## config.mk

```make
export PLATFORM = sky130hd
export DESIGN_NAME = zorro_slave_dtack_ctrl
export DESIGN_NICKNAME = d
export VERILOG_FILES = /design/src/rtl/zorro_slave_pkg.sv /design/src/rtl/zorro_slave_dtack_ctrl_region_prio_enc.sv /design/src/rtl/zorro_slave_dtack_ctrl.sv
export SDC_FILE = /design/constraint.sdc
export NUM_CORES = 1
export LEC_CHECK = 0
export BUFFER_PORTS_ARGS = -buffer_cell sky130_fd_sc_hd__buf_2
export CORE_MARGIN = 3
export CORE_UTILIZATION = 37
export CTS_BUF_LIST = sky130_fd_sc_hd__clkbuf_8
export DETAILED_ROUTE_END_ITERATION = 16
export PLACE_DENSITY = 0.65
export SYNTH_ARGS = -nofsm -noshare
export SYNTH_HDL_FRONTEND = slang
export SYNTH_HIERARCHICAL = 1
export SYNTH_SLANG_ARGS = --single-unit
```

## constraint.sdc

```tcl
create_clock -name CLK -period 4.1 [get_ports CLK]
set_input_delay 0.82 -clock CLK [delete_from_list [all_inputs] [get_ports CLK]]
set_output_delay 0.82 -clock CLK [all_outputs]
set_load 0.01 [all_outputs]
```

## src/rtl/zorro_slave_pkg.sv

```systemverilog
// Shared types and constants for the Zorro slave DTACK controller and its decode helpers.
package zorro_slave_pkg;

    typedef enum logic [1:0] {
        IDLE  = 2'd0,
        WAIT  = 2'd1,
        DTACK = 2'd2
    } state_t;

    localparam logic MODE_FIXED   = 1'b0;
    localparam logic MODE_EXT_ACK = 1'b1;

    // Index width for an n-entry select vector; a single region still needs one bit.
    function automatic int idx_width(input int n);
        return (n > 1) ? $clog2(n) : 1;
    endfunction

endpackage

```

## src/rtl/zorro_slave_dtack_ctrl_region_prio_enc.sv

```systemverilog
// Lowest-index-first one-hot to index encoder with a valid flag; shared with the address decode.
module region_prio_enc
    import zorro_slave_pkg::*;
#(
    parameter int N = 4
) (
    input  logic [N-1:0]              req,
    output logic [idx_width(N)-1:0]   idx,
    output logic                      valid
);

    localparam int W = idx_width(N);

    // Scanning downwards lets the lowest set bit overwrite any higher one.
    always_comb begin
        idx   = '0;
        valid = 1'b0;
        for (int i = N - 1; i >= 0; i--) begin
            if (req[i]) begin
                idx   = W'(i);
                valid = 1'b1;
            end
        end
    end

endmodule

```

## src/rtl/zorro_slave_dtack_ctrl.sv

```systemverilog
// Multi-region Zorro slave DTACK generator with fixed wait states or external ack plus watchdog.
// Optional macro DTACK_TIMEOUT_BERR_EN: watchdog expiry raises slave_berr instead of slave_dtack.
module zorro_slave_dtack_ctrl
    import zorro_slave_pkg::*;
#(
    parameter int NUM_REGIONS    = 4,
    parameter int WAIT_W         = 4,
    parameter int TIMEOUT_CYCLES = 255
) (
    input  logic                              CLK,
    input  logic                              RESET_n,
    input  logic                              FCS_n,
    input  logic                              configured,
    input  logic                              slave_cycle,
    input  logic [NUM_REGIONS-1:0]            region_sel,
    input  logic [NUM_REGIONS-1:0]            ack_mode,
    input  logic [NUM_REGIONS*WAIT_W-1:0]     wait_cnt,
    input  logic [NUM_REGIONS-1:0]            ext_ack_n,
    output logic                              slave_dtack,
    output logic                              busy,
    output logic [idx_width(NUM_REGIONS)-1:0] active_region,
`ifdef DTACK_TIMEOUT_BERR_EN
    output logic                              slave_berr,
`endif
    output logic                              timeout_err
);

    localparam int IDX_W = idx_width(NUM_REGIONS);
    localparam int TMO_W = $clog2(TIMEOUT_CYCLES);
    localparam logic [TMO_W-1:0] TMO_LAST = TMO_W'(TIMEOUT_CYCLES - 1);

    state_t             state;
    logic               mode;
    logic [WAIT_W-1:0]  wait_ctr;
    logic [TMO_W-1:0]   tmo_ctr;
    logic [IDX_W-1:0]   hit_idx;
    logic               hit_valid;

    region_prio_enc #(
        .N (NUM_REGIONS)
    ) u_prio (
        .req   (region_sel),
        .idx   (hit_idx),
        .valid (hit_valid)
    );

    // Region, mode and wait count are captured at the start edge so later decode changes cannot disturb a cycle.
    always_ff @(posedge CLK or negedge RESET_n) begin
        if (!RESET_n) begin
            state         <= IDLE;
            slave_dtack   <= 1'b0;
            busy          <= 1'b0;
            active_region <= '0;
            timeout_err   <= 1'b0;
            mode          <= MODE_FIXED;
            wait_ctr      <= '0;
            tmo_ctr       <= '0;
`ifdef DTACK_TIMEOUT_BERR_EN
            slave_berr    <= 1'b0;
`endif
        end else begin
            timeout_err <= 1'b0;
            unique case (state)
                IDLE: begin
                    if (!FCS_n && configured && slave_cycle && hit_valid) begin
                        state         <= WAIT;
                        busy          <= 1'b1;
                        active_region <= hit_idx;
                        mode          <= ack_mode[hit_idx];
                        wait_ctr      <= wait_cnt[int'(hit_idx) * WAIT_W +: WAIT_W];
                        tmo_ctr       <= '0;
                    end
                end
                WAIT: begin
                    if (FCS_n) begin
                        state <= IDLE;
                        busy  <= 1'b0;
                    end else if (mode == MODE_FIXED) begin
                        if (wait_ctr == '0) begin
                            state       <= DTACK;
                            slave_dtack <= 1'b1;
                        end else begin
                            wait_ctr <= wait_ctr - 1'b1;
                        end
                    end else if (mode == MODE_EXT_ACK) begin
                        // A real ack on the watchdog edge still counts as a normal termination.
                        if (!ext_ack_n[active_region]) begin
                            state       <= DTACK;
                            slave_dtack <= 1'b1;
                        end else if (tmo_ctr == TMO_LAST) begin
                            state       <= DTACK;
                            timeout_err <= 1'b1;
`ifdef DTACK_TIMEOUT_BERR_EN
                            slave_berr  <= 1'b1;
`else
                            slave_dtack <= 1'b1;
`endif
                        end else begin
                            tmo_ctr <= tmo_ctr + 1'b1;
                        end
                    end
                end
                DTACK: begin
                    if (FCS_n) begin
                        state       <= IDLE;
                        slave_dtack <= 1'b0;
                        busy        <= 1'b0;
`ifdef DTACK_TIMEOUT_BERR_EN
                        slave_berr  <= 1'b0;
`endif
                    end
                end
                default: begin
                    state <= IDLE;
                end
            endcase
        end
    end

endmodule
```

==> metrics.txt <==
# TYPE chip_impl_metric gauge
chip_impl_metric{name="period_needed",unit="ns"} 2.59
chip_impl_metric{name="maxClockFrequency",unit="MHz"} 387
chip_impl_metric{name="detail_route.iter0.violations",unit=""} 81
chip_impl_info{name="reg_to_reg_critical_path_startpoint",value="state[1]$_DFFE_PN0P_"} 1
chip_impl_metric{name="netlist-cell-type-count",unit=""} 52
chip_impl_metric{name="cts-hold-fix-buffers",unit=""} 0
chip_impl_metric{name="dpl.hpwl",unit="um"} 2810
chip_impl_metric{name="synthesis.instances",unit=""} 162
chip_impl_metric{name="regArea",unit="um^2"} 500
chip_impl_metric{name="simple_gate_area_share_of_the_yosys_netlist",unit="%"} 21.3
chip_impl_metric{name="count_of_unresolved_drc_violations_after_routing",unit=""} 0
chip_impl_metric{name="global_route_wire_length_before_repair",unit="um"} 6290
chip_impl_metric{name="cts_h_tree_depth",unit=""} 1
chip_impl_metric{name="synth_top_cell_area_share",unit="%"} 32.2
chip_impl_metric{name="grt_antenna_before_repair",unit=""} 0
chip_impl_metric{name="antenna_cells_inserted",unit=""} 0
chip_impl_metric{name="timing.critical_path.required",unit="ns"} 4.26
chip_impl_info{name="yosys.area.top_type",value="sky130_fd_sc_hd__dfrtp_1"} 1
chip_impl_metric{name="placement.setup.worst_slack",unit="ns"} 1.43
chip_impl_metric{name="share_of_flip_flops_with_an_asynchronous_set_or_reset_after_synthesis",unit="%"} 100
chip_impl_metric{name="design.die.area",unit="um^2"} 5020
chip_impl_metric{name="layout-drive-gt1-share",unit="%"} 26.4
chip_impl_info{name="status",value="completed"} 1
chip_impl_metric{name="globalRouteTotalUtil",unit="%"} 15.4
chip_impl_info{name="grt_setup_unrepaired",value="no"} 1
chip_impl_metric{name="pin_count_of_the_biggest_net_entering_global_routing",unit=""} 27
chip_impl_metric{name="drtPass1Iterations",unit=""} 4
chip_impl_metric{name="cts.repair_timing.setup_buffer_count",unit=""} 0
chip_impl_metric{name="timing.reg2reg.setup_slack",unit="ns"} 1.51
chip_impl_info{name="cts_tree",value="built"} 1
chip_impl_metric{name="route.vias.total",unit=""} 1423
chip_impl_metric{name="setup_total_negative_slack",unit="ns"} 0
chip_impl_metric{name="powerDensity",unit="nW/um^2"} 536
chip_impl_metric{name="fillCellCount",unit=""} 391
chip_impl_metric{name="layout_worst_path_cycle_share",unit="%"} 63.1
chip_impl_metric{name="routed_via_density",unit=""} 5.81
chip_impl_metric{name="worstSkewPairLatency",unit="ns"} 0.27
chip_impl_metric{name="layout.core_utilization",unit="%"} 47.7
chip_impl_metric{name="routedWlPerCell",unit="um"} 15.3
chip_impl_metric{name="synthesis.nets",unit=""} 202
chip_impl_metric{name="timing_hold_violations_final",unit=""} 0
chip_impl_info{name="critical_path_capture_point_type",value="flop"} 1
chip_impl_metric{name="setup_viol",unit=""} 0
chip_impl_metric{name="ys_seq_elements",unit=""} 20
chip_impl_metric{name="multi_input_comb_area",unit="um^2"} 986
chip_impl_metric{name="cts.sinks",unit=""} 20
chip_impl_info{name="post_synth_main_area_contributors",value="sky130_fd_sc_hd__dfrtp_1 (32%), sky130_fd_sc_hd__ha_1 (5.6%), sky130_fd_sc_hd__mux4_1 (5.1%), sky130_fd_sc_hd__nand2_1 (4.1%), sky130_fd_sc_hd__mux2i_1 (3.9%)"} 1
chip_impl_metric{name="final.hold.worst_slack",unit="ns"} 0.480
chip_impl_metric{name="ys_warn_count",unit=""} 6
chip_impl_metric{name="static_leakage",unit="nW"} 0.793
chip_impl_metric{name="worst_ir_drop_vdd",unit="uV"} 229
chip_impl_metric{name="synthXorXnorAreaFrac",unit="%"} 1.13
chip_impl_metric{name="final_net_count",unit=""} 238
chip_impl_metric{name="die_y",unit="um"} 70.8
chip_impl_metric{name="synth_edf_count",unit=""} 0
chip_impl_info{name="final_common_cell",value="sky130_fd_sc_hd__buf_2"} 1
chip_impl_info{name="timing.setup.critical_path_class",value="reg -> reg"} 1
chip_impl_metric{name="ys_seq_area_share",unit="%"} 32.2
chip_impl_metric{name="die_width",unit="um"} 70.8
chip_impl_metric{name="syn_avg_cell_area",unit="um^2"} 9.60
chip_impl_metric{name="gr-total-overflow",unit=""} 0
chip_impl_metric{name="clk_pin_slew",unit="ns"} 0.09
chip_impl_metric{name="max_transition_margin",unit="%"} 44.0
chip_impl_metric{name="std_cell_rows",unit=""} 22
chip_impl_metric{name="timing_worst_slew_pin_value",unit="ns"} 0.839
chip_impl_metric{name="first_global_vias",unit=""} 1379
chip_impl_metric{name="cts.path.max_buffers",unit=""} 2
chip_impl_metric{name="mappedNetlistArea",unit="um^2"} 1560
chip_impl_metric{name="gp_routability_congestion",unit=""} 0.811
chip_impl_info{name="layout_common_cells",value="sky130_fd_sc_hd__buf_2 (37), sky130_fd_sc_hd__dfrtp_1 (20), sky130_fd_sc_hd__nand2_1 (17)"} 1
chip_impl_metric{name="timing.critical_path.fanout_max",unit=""} 26
chip_impl_metric{name="post_synth_mux_area_share",unit="%"} 12.6
chip_impl_metric{name="synth-compound-area-share",unit="%"} 22.8
chip_impl_metric{name="syn2layout_area_growth",unit="%"} 18.1
chip_impl_info{name="crit_path_start_kind",value="flop"} 1
chip_impl_metric{name="cts_inserted_buffers",unit=""} 3
chip_impl_metric{name="synth_adder_area_share",unit="%"} 5.63
chip_impl_info{name="largest_family_of_logic_cells_by_synthesized_area",value="compound AO/OA/AOI/OAI gates"} 1
chip_impl_metric{name="io_buffers",unit=""} 37
chip_impl_metric{name="io_pins",unit=""} 38
chip_impl_metric{name="timing.critical_path.arrival",unit="ns"} 2.75
chip_impl_info{name="cts_root_buffer",value="sky130_fd_sc_hd__clkbuf_8"} 1
chip_impl_metric{name="worst_reg_to_reg_cells",unit=""} 6
chip_impl_metric{name="finalClockSkew",unit="ns"} 0.00850
chip_impl_metric{name="cts_resized",unit=""} 0
chip_impl_metric{name="start_util",unit="%"} 40.4
chip_impl_info{name="synth_top_flop_cell",value="sky130_fd_sc_hd__dfrtp_1"} 1
chip_impl_metric{name="slew_violations",unit=""} 0
chip_impl_info{name="min-delay-path-class",value="in -> async"} 1
chip_impl_metric{name="wl",unit="um"} 3750
chip_impl_metric{name="drv.max_cap_violation_count",unit=""} 0
chip_impl_metric{name="floorplan_core_area",unit="um^2"} 3850
chip_impl_metric{name="final.setup.worst_slack",unit="ns"} 1.51
chip_impl_info{name="rr_endpoint",value="tmo_ctr[4]$_DFFE_PN0P_"} 1
chip_impl_metric{name="postRouteAntennaNets",unit=""} 0
-- critical path, cell delays in order, from the launching register on --
cell and delay (ns):
sky130_fd_sc_hd__dfrtp_1 0.43, sky130_fd_sc_hd__inv_1 0.12, sky130_fd_sc_hd__ha_1 0.71, sky130_fd_sc_hd__nand3_1 0.22, sky130_fd_sc_hd__o22ai_2 0.44, sky130_fd_sc_hd__a31oi_1 0.22
sky130_fd_sc_hd__a211o_1 0.34
-- final cells by class --
cell class / count / area share, %
Clock inverter: 1 / 1.63
Inverter: 9 / 1.84
Multi-Input combinational cell: 127 / 53.7
Sequential cell: 20 / 27.2
Tap cell: 48 / 3.27
Clock buffer: 3 / 2.25
Timing Repair Buffer: 37 / 10.1
-- where the power goes --
group	internal (W)	switching, W	leakage (nW)
Combinational	0.000185	0.000240	0.516
Sequential	0.000266	0.0000878	0.241
Clock	0.000131	0.0000763	0.0357
Total	0.000581	0.000404	0.793
-- cells in the mapped netlist, drive strengths merged, types with 4 or more instances --
cell type and instances:
dfrtp 20, nor4 4, buf 5, nand3 7
mux2i 6, nor3 5, a21oi 7, ha 7
o21ai 9, nand2 17, nor2 4, inv 9
mux4 5
-- logic make-up (layout without fill, tap and decap cells) --
kind of cell | after synthesis | in the layout
AND/OR/NAND/NOR | 58 | 58
AO/OA/AOI/OAI | 48 | 48
flip-flops | 20 | 20
buffers and inverters | 15 | 50
multiplexers | 12 | 12
adder cells (fa/ha/maj) | 7 | 7
XOR/XNOR | 2 | 2
-- per-stage QoR --
stage | area [um^2] | total power, W | std cells
after global routing | 1840 | 0.00106 | 245
final | 1840 | 0.000985 | 245
after global placement | 1770 | 0.000770 | 241
after detailed placement | 1770 | 0.000778 | 241
after floorplan | 1560 | 0.000659 | 162
after CTS | 1840 | 0.000986 | 245
-- metal layers --
metal | track usage (%) | part of all wire (%)
met2 | 25.3 | 47
met1 | 21.0 | 49
met3 | 2.98 | 3.1
met4 | 3.34 | 0.56
met5 | 0 | 0
-- sequential cells by signal (all words and copies together) (netlist names) --
register	count
state	2
tmo_ctr	8
active_region	2
timeout_err	1
slave_dtack	1
wait_ctr	4
mode	1
busy	1
-- worst max-delay path by stage --
stage                          from                 endpoint
6_report       state[1]$_DFFE_PN0P_   tmo_ctr[4]$_DFFE_PN0P_
5_1_grt        state[1]$_DFFE_PN0P_   tmo_ctr[2]$_DFFE_PN0P_
4_1_cts        state[1]$_DFFE_PN0P_   tmo_ctr[6]$_DFFE_PN0P_
3_5_place_dp          region_sel[2]  wait_ctr[2]$_DFFE_PN0P_
3_3_place_gp          region_sel[2]  wait_ctr[3]$_DFFE_PN0P_
2_1_floorplan         region_sel[2]  wait_ctr[2]$_DFFE_PN0P_
(Power assumes the default switching activity.)
